--- src/rtl/cache_miss_ctrl.sv ---
// Miss sequencer for the 2-way data cache: dirty write-back, line refill, fill pulse, bus timeout.
// Optional CACHE_PERF_EN adds miss_count / wb_count performance counters.
module cache_miss_ctrl #(
    parameter int DATA_WIDTH        = 32,
    parameter int SET_ADDRESS_WIDTH = 2,
    parameter int TAG_WIDTH         = DATA_WIDTH - SET_ADDRESS_WIDTH - 2,
    parameter int TIMEOUT_CYCLES    = 64
) (
    input  logic                  CLK,
    input  logic                  RST_N,
    input  logic                  MemRead,
    input  logic                  MemWrite,
    input  logic [DATA_WIDTH-1:0] A,
    input  logic                  hit,
    input  logic                  victim_dirty,
    input  logic [TAG_WIDTH-1:0]  victim_tag,
    input  logic [DATA_WIDTH-1:0] victim_data,
    output logic                  Stall,
    output logic                  MemReq,
    output logic                  MemWE,
    output logic [DATA_WIDTH-1:0] MemA,
    output logic [DATA_WIDTH-1:0] MemWD,
    input  logic                  MemAck,
    input  logic [DATA_WIDTH-1:0] MemRD,
    output logic                  FillEn,
    output logic [DATA_WIDTH-1:0] FillData,
    output logic                  BusErr
`ifdef CACHE_PERF_EN
    ,
    output logic [31:0]           miss_count,
    output logic [31:0]           wb_count
`endif
);

    localparam int CW = $clog2(TIMEOUT_CYCLES + 1);

    typedef enum logic [2:0] {IDLE, WB, RF, FILL, ERR} state_t;

    state_t                state_q, state_d;
    logic [CW-1:0]         cnt_q, cnt_d;
    logic [DATA_WIDTH-1:0] line_addr_q, line_addr_d;
    logic [DATA_WIDTH-1:0] mem_a_q, mem_a_d;
    logic [DATA_WIDTH-1:0] mem_wd_q, mem_wd_d;
    logic [DATA_WIDTH-1:0] fill_data_q, fill_data_d;
    logic                  mem_we_q, mem_we_d;
    logic                  req;
    logic                  miss_start;
    logic                  unused_addr_bits;

    assign req              = MemRead | MemWrite;
    assign miss_start       = (state_q == IDLE) && req && !hit;
    assign unused_addr_bits = ^A[1:0];

    always_comb begin
        state_d     = state_q;
        cnt_d       = cnt_q;
        line_addr_d = line_addr_q;
        mem_a_d     = mem_a_q;
        mem_wd_d    = mem_wd_q;
        mem_we_d    = mem_we_q;
        fill_data_d = fill_data_q;
        case (state_q)
            IDLE: begin
                if (miss_start) begin
                    line_addr_d = {A[DATA_WIDTH-1:2], 2'b00};
                    cnt_d       = '0;
                    if (victim_dirty) begin
                        state_d  = WB;
                        mem_a_d  = {victim_tag, A[SET_ADDRESS_WIDTH+1:2], 2'b00};
                        mem_wd_d = victim_data;
                        mem_we_d = 1'b1;
                    end else begin
                        state_d  = RF;
                        mem_a_d  = {A[DATA_WIDTH-1:2], 2'b00};
                        mem_we_d = 1'b0;
                    end
                end
            end
            WB: begin
                if (MemAck) begin
                    state_d  = RF;
                    mem_a_d  = line_addr_q;
                    mem_we_d = 1'b0;
                    cnt_d    = '0;
                end else if (cnt_q == CW'(TIMEOUT_CYCLES - 1)) begin
                    state_d = ERR;
                end else begin
                    cnt_d = cnt_q + 1'b1;
                end
            end
            RF: begin
                // An ack on the last allowed cycle still completes the refill.
                if (MemAck) begin
                    fill_data_d = MemRD;
                    state_d     = FILL;
                end else if (cnt_q == CW'(TIMEOUT_CYCLES - 1)) begin
                    state_d = ERR;
                end else begin
                    cnt_d = cnt_q + 1'b1;
                end
            end
            FILL:    state_d = IDLE;
            ERR:     state_d = ERR;
            default: state_d = IDLE;
        endcase
    end

    always_ff @(posedge CLK or negedge RST_N) begin
        if (!RST_N) begin
            state_q     <= IDLE;
            cnt_q       <= '0;
            line_addr_q <= '0;
            mem_a_q     <= '0;
            mem_wd_q    <= '0;
            mem_we_q    <= 1'b0;
            fill_data_q <= '0;
        end else begin
            state_q     <= state_d;
            cnt_q       <= cnt_d;
            line_addr_q <= line_addr_d;
            mem_a_q     <= mem_a_d;
            mem_wd_q    <= mem_wd_d;
            mem_we_q    <= mem_we_d;
            fill_data_q <= fill_data_d;
        end
    end

    // Bus strobes decode from state so reset drops them without waiting for a clock.
    assign Stall    = miss_start || (state_q != IDLE);
    assign MemReq   = (state_q == WB) || (state_q == RF);
    assign FillEn   = (state_q == FILL);
    assign BusErr   = (state_q == ERR);
    assign MemWE    = mem_we_q;
    assign MemA     = mem_a_q;
    assign MemWD    = mem_wd_q;
    assign FillData = fill_data_q;

`ifdef CACHE_PERF_EN
    logic [31:0] miss_q, miss_d;
    logic [31:0] wb_q, wb_d;

    always_comb begin
        miss_d = miss_q;
        wb_d   = wb_q;
        if (miss_start) begin
            miss_d = miss_q + 32'd1;
            if (victim_dirty) wb_d = wb_q + 32'd1;
        end
    end

    always_ff @(posedge CLK or negedge RST_N) begin
        if (!RST_N) begin
            miss_q <= '0;
            wb_q   <= '0;
        end else begin
            miss_q <= miss_d;
            wb_q   <= wb_d;
        end
    end

    assign miss_count = miss_q;
    assign wb_count   = wb_q;
`endif

endmodule

--- config.mk ---
export PLATFORM = sky130hd
export DESIGN_NAME = cache_miss_ctrl
export DESIGN_NICKNAME = d
export VERILOG_FILES = /design/src/rtl/cache_miss_ctrl.sv
export SDC_FILE = /design/constraint.sdc
export NUM_CORES = 1
export LEC_CHECK = 0
export ABC_AREA = 1
export CAP_MARGIN = 10
export CORE_ASPECT_RATIO = 1.2
export CORE_MARGIN = 2
export CORE_UTILIZATION = 45
export CTS_BUF_LIST = sky130_fd_sc_hd__clkbuf_2 sky130_fd_sc_hd__clkbuf_4 sky130_fd_sc_hd__clkbuf_8
export CTS_CLUSTER_DIAMETER = 50
export DETAILED_ROUTE_END_ITERATION = 10
export HOLD_SLACK_MARGIN = 0.02
export PLACE_DENSITY = 0.85
export SYNTH_ARGS = -nofsm -noshare
export SYNTH_HDL_FRONTEND = slang
export SYNTH_SLANG_ARGS = --single-unit
--- constraint.sdc ---
create_clock -name CLK -period 2.41 [get_ports CLK]
set_input_delay 0.723 -clock CLK [delete_from_list [all_inputs] [get_ports CLK]]
set_output_delay 0.723 -clock CLK [all_outputs]
set_load 0.005 [all_outputs]
# Word level (Yosys, flattened, before mapping)
# Index checks and enable logic that the tools add are counted.
[op_classes] eq_ne=8 add_sub_neg=1 bitwise_logic=1 mux=19 reduce_logical=14
[op_table] cell="2-to-1 mux 32 bit" count=3
[op_table] cell="one-hot mux 32 bit (2 select lines)" count=1
[op_table] cell="2-to-1 mux 7 bit" count=4
[op_table] cell="one-hot mux 7 bit (3 select lines)" count=1
[op_table] cell="2-to-1 mux 3 bit" count=4
[op_table] cell="one-hot mux 3 bit (4 select lines)" count=1
[op_table] cell="AND reduction 3 bit" count=3
[op_table] cell="adder 7 x 1 -> 7 bit (second input constant)" count=1
[op_table] cell="equality test 7 x 6 -> 1 bit (second input constant)" count=1
[op_table] cell="equality test 3 x 2 -> 1 bit (second input constant)" count=2
[op_table] cell="inequality test 2 bit (second input constant)" count=3
[op_table] cell="nonzero test 3 bit" count=2
[op_table] cell="AND reduction 2 bit" count=2
[op_table] cell="equality test 3 x 1 -> 1 bit (second input constant)" count=1
[op_table] cell="equality test 3 bit (second input constant)" count=1
[op_table] cell="logical NOT 3 bit" count=1
[op_table] cell="2-to-1 mux 1 bit" count=3
[op_table] cell="logical AND 1 bit" count=2
[op_table] cell="logical OR 1 bit" count=2
[op_table] cell="2-to-1 mux 2 bit" count=1
[op_table] cell="one-hot mux 1 bit (2 select lines)" count=1
[op_table] cell="nonzero test 2 bit" count=1
[op_table] cell="logical NOT 1 bit" count=1
[op_table] cell="bitwise OR 1 bit" count=1
[totals] register_bits=137

# Logic depth before layout (Yosys ltp)
[logic_depth] depth_word=5 mapped_depth=9

# Least setup slack after synthesis
# OpenSTA, ideal clock, no wires.
[synth_timing] path_type="input to output" start="input port MemWrite" end="output port Stall" t_arrival_ns=1.099 path_stages=2 slack_ns=0.588 path_cell_list="o21bai_1 nand2_1"
[synth_via] elab_chain_len=4
[synth_lines] element="start, declared" line_no="12" source="input logic MemWrite,"
[synth_lines] element="bitwise OR 1 bit" line_no="50" source="assign req = MemRead | MemWrite;"
[synth_lines] element="logical AND 1 bit (2 in a row)" line_no="51" source="assign miss_start = (state_q == IDLE) && req && !hit;"
[synth_lines] element="logical OR 1 bit" line_no="129" source="assign Stall = miss_start || (state_q != IDLE);"
[synth_lines] element="end, declared" line_no="18" source="output logic Stall,"
# No other way between the ends.

# Worst setup path in the final report
[layout_timing] start="input port hit" end="output port Stall"
[layout_via] elab_chain_len=3
[layout_lines] element="start, declared" line_no="14" source="input logic hit,"
[layout_lines] element="logical NOT 1 bit" line_no="51"
[layout_lines] element="logical AND 1 bit" line_no="51"
[layout_lines] element="logical OR 1 bit" line_no="129"
# No other way between the ends.

==> impl_results.md <==
* Leak at 4.438 nW
* Critical path capture point type: output port
* Setup TNS at -0.001614 ns
* Failing checks: setup timing
* Clock transition at path regs at 0.08 ns
* Synth cell count leaders: nand2_1, dfrtp_1, nand3_1, o21ai_0, o21ai_1
* Total grt overflow at 0
* Wl on met1 at 6.448 mm
* First-pass GRT wire length at 26.44 mm
* Remaining routing DRC violations at 0
* YS warnings at 0
* Antenna violations before repair at 0
* Port bufs at 227
* Clk sinks at 135
* Global placement routability congestion at 0.8300
* Layout cells sized above 1 at 7.724%
* Buf+Inv Stages, Crit Path at 2
* # setup viols final at 1
* Slowest CP cell: clkdlybuf4s50_1
* Sequential share of the synthesized area at 57.50%
* Post-route cell area at 8865 sq um
* Hold Path Class: input pin to asynchronous set/reset pin
* Core ar. at 12,720 sq um
* Die area at 13,990 sq um
* Cell taking the most area after synthesis: dfrtp_1
* Via Count at 5,541
* H-tree lvl count at 4
* FF+latch count, synth at 135
* Hold Slack at 0.2025 ns
* Yosys cell types at 25
* Top sig layer: met4
* Maximum vdd drop at 0.0003237 V
* CTS tree: yes
* Post-route ant nets at 0
* Area Growth Syn to Fin at 50.87%
* Post-DP HPWL at 11.45 mm
* WL final at 16.29 mm
* Metal2 WL at 8.170 mm
* Power density over the cells at 537.8 nW/um^2
* Final max-slew violation count at 0
* Fin. Hold Viols at 0
* Unrepaired setup endpoints after global routing: yes
* Critical path, cell by cell: clkdlybuf4s50_1 > o21bai_2 > nand2_1 > dlygate4sd2_1
* Max_slew headroom at 60.89%
* R2R Setup Slk at 0.56 ns
* WP data required at 1.69 ns
* Tot Pwr at 4.768 mW
* Clock Skews at 0.01282 ns
* Fin crit share at 100.1%
* Io pins at 232
* Crit path DAT at 1.69 ns
* Total Nets Final at 1,103
* Final worst path period need at 2.412 ns
* Critical path's top delay family: buffers and inverters
* Die width at 108.3 microns
* Largest cells by area after synthesis: dfrtp_1, nand2_1, nand3_1, o21ai_0, o21ai_1
* Max Cap Viol at 0
* 1st-iter DRT viols at 367
* Ys async rst share at 100.0%
* Vias in the first global route at 5,418
* Main synth FF type: dfrtp_1
* Utilization after layout at 69.67%
* Root Buffer: clkbuf_8
* Pre-Repair DR Iteration Count at 5
* Clock latency on the worst-skew pair at 0.43 ns
* CTS buffer count at 17
* Number of flops mapped to enable cells by yosys at 0
* Hold_buf cts at 0
* Starting Density at 46.18%
* Post-Syn Area at 5876 sq um
* Crit Path Max Fanout at 2
* Synth top area share at 57.50%
* Routed WL per cell at 14.19 microns
* Status: finished with violations
* CP Launch Type: input pin
* Antenna cells at 0
* Slew of the pin with the lowest slew margin at 0.5867 ns
* Min setup slack post-route at -0.001614 ns
* Fmax at 0.4147 GHz
* Bufs on Longest Clock Path at 2
* WS Path Type: input pin to output port
* Drt via density at 4.827
* Gate Count Post-Synth at 734
* Area post-placement at 8398 sq um
* Total global-route track usage at 24.14%
* Die Ht at 129.2 microns
* Wire length on met3 at 1.195 mm
* Crit-path max cell delay at 0.48 ns
* Syn_area_per_cell at 8.005 sq um
* Leading cell type by number of instances after synthesis: nand2_1
* Row Count at 45
* Largest net degree at the start of global routing at 60
-- final timing paths --
| kind | from | to | cells past startpoint |
|---|---|---|---|
| worst max-delay path | hit | Stall | 4 |
| worst min-delay path | RST_N | MemWD[9] | 1 |
| worst max register to register | state_q[2] | MemWD[23] | 10 |
| worst min register to register | line_addr_q[29] | line_addr_q[29] | 2 |
| max in group asynchronous | RST_N | line_addr_q[26] | 2 |
| min in group CLK | line_addr_q[29] | line_addr_q[29] | 2 |
-- stage by stage --
step,setup WS (ns),std cells
5_1_grt,-0.01813,1148
2_1_floorplan,0.5879,735
4_1_cts,-0.01057,1145
6_report,-0.001614,1148
3_5_place_dp,-0.2627,1111
3_3_place_gp,-0.2140,1111
-- routing by layer --
layer | track usage, % | vias up
li1 | - | 2770
met1 | 29.17 | 2535
met5 | 0 | -
met4 | 10.33 | 0
met2 | 40.58 | 206
met3 | 6.740 | 30
-- flip-flops by register name, indices dropped and copies added, names as in the netlist --
| register | cells |
|---|---|
| MemWD | 32 |
| MemA | 30 |
| state_q | 3 |
| FillData | 32 |
| line_addr_q | 30 |
| cnt_q | 7 |
| MemWE | 1 |
-- repair_timing --
item / 4_1_cts / 5_1_grt
hold endpoints to repair: 0 / 0
gates resized for setup: 6 / 2
buffers inserted: 2 / 3
setup endpoints to repair: 3 / 2
pin swaps: 0 / 2
-- placed cells by master (no fill, tap or decap), types with 2 or more instances in the layout --
cell type,n
a21oi_1,5
buf_12,4
buf_4,24
bufinv_16,3
clkbuf_8,18
clkdlybuf4s50_1,222
clkinv_4,3
clkinvlp_4,3
conb_1,2
dfrtp_1,134
dlygate4sd2_1,3
inv_1,20
inv_2,5
inv_6,3
nand2_1,392
nand2_2,2
nand3_1,40
nor2_1,20
nor2_2,2
nor2_4,2
nor3_1,2
o21ai_0,33
o21ai_1,29
-- logic make-up after synthesis --
| logic type | Yosys count | share of synthesized area (%) |
|---|---|---|
| compound gates | 72 | 6.495 |
| fa+ha+maj | 1 | 0.2129 |
| other cells | 1 | 0.06382 |
| simple gates | 462 | 30.98 |
| flops | 135 | 57.50 |
| buf+inv | 63 | 4.749 |
-- where the power goes --
part	switching, mW	internal (mW)	leakage [nW]
sequential	0.0251	2.31	1.83
clock	0.904	1.08	0.207
combinational	0.174	0.279	2.40
total	1.10	3.67	4.44
-- final cells by class --
cell class	instances	area [sq um]
repair buffers	255	2532
flip-flops and latches	135	3379
clock buffers	19	255.2
clock inverters	13	170.2
multi-input cells	537	2228
fillers	1008	3860
inverters	25	93.84
well taps	164	205.2
(Power assumes the default switching activity.)
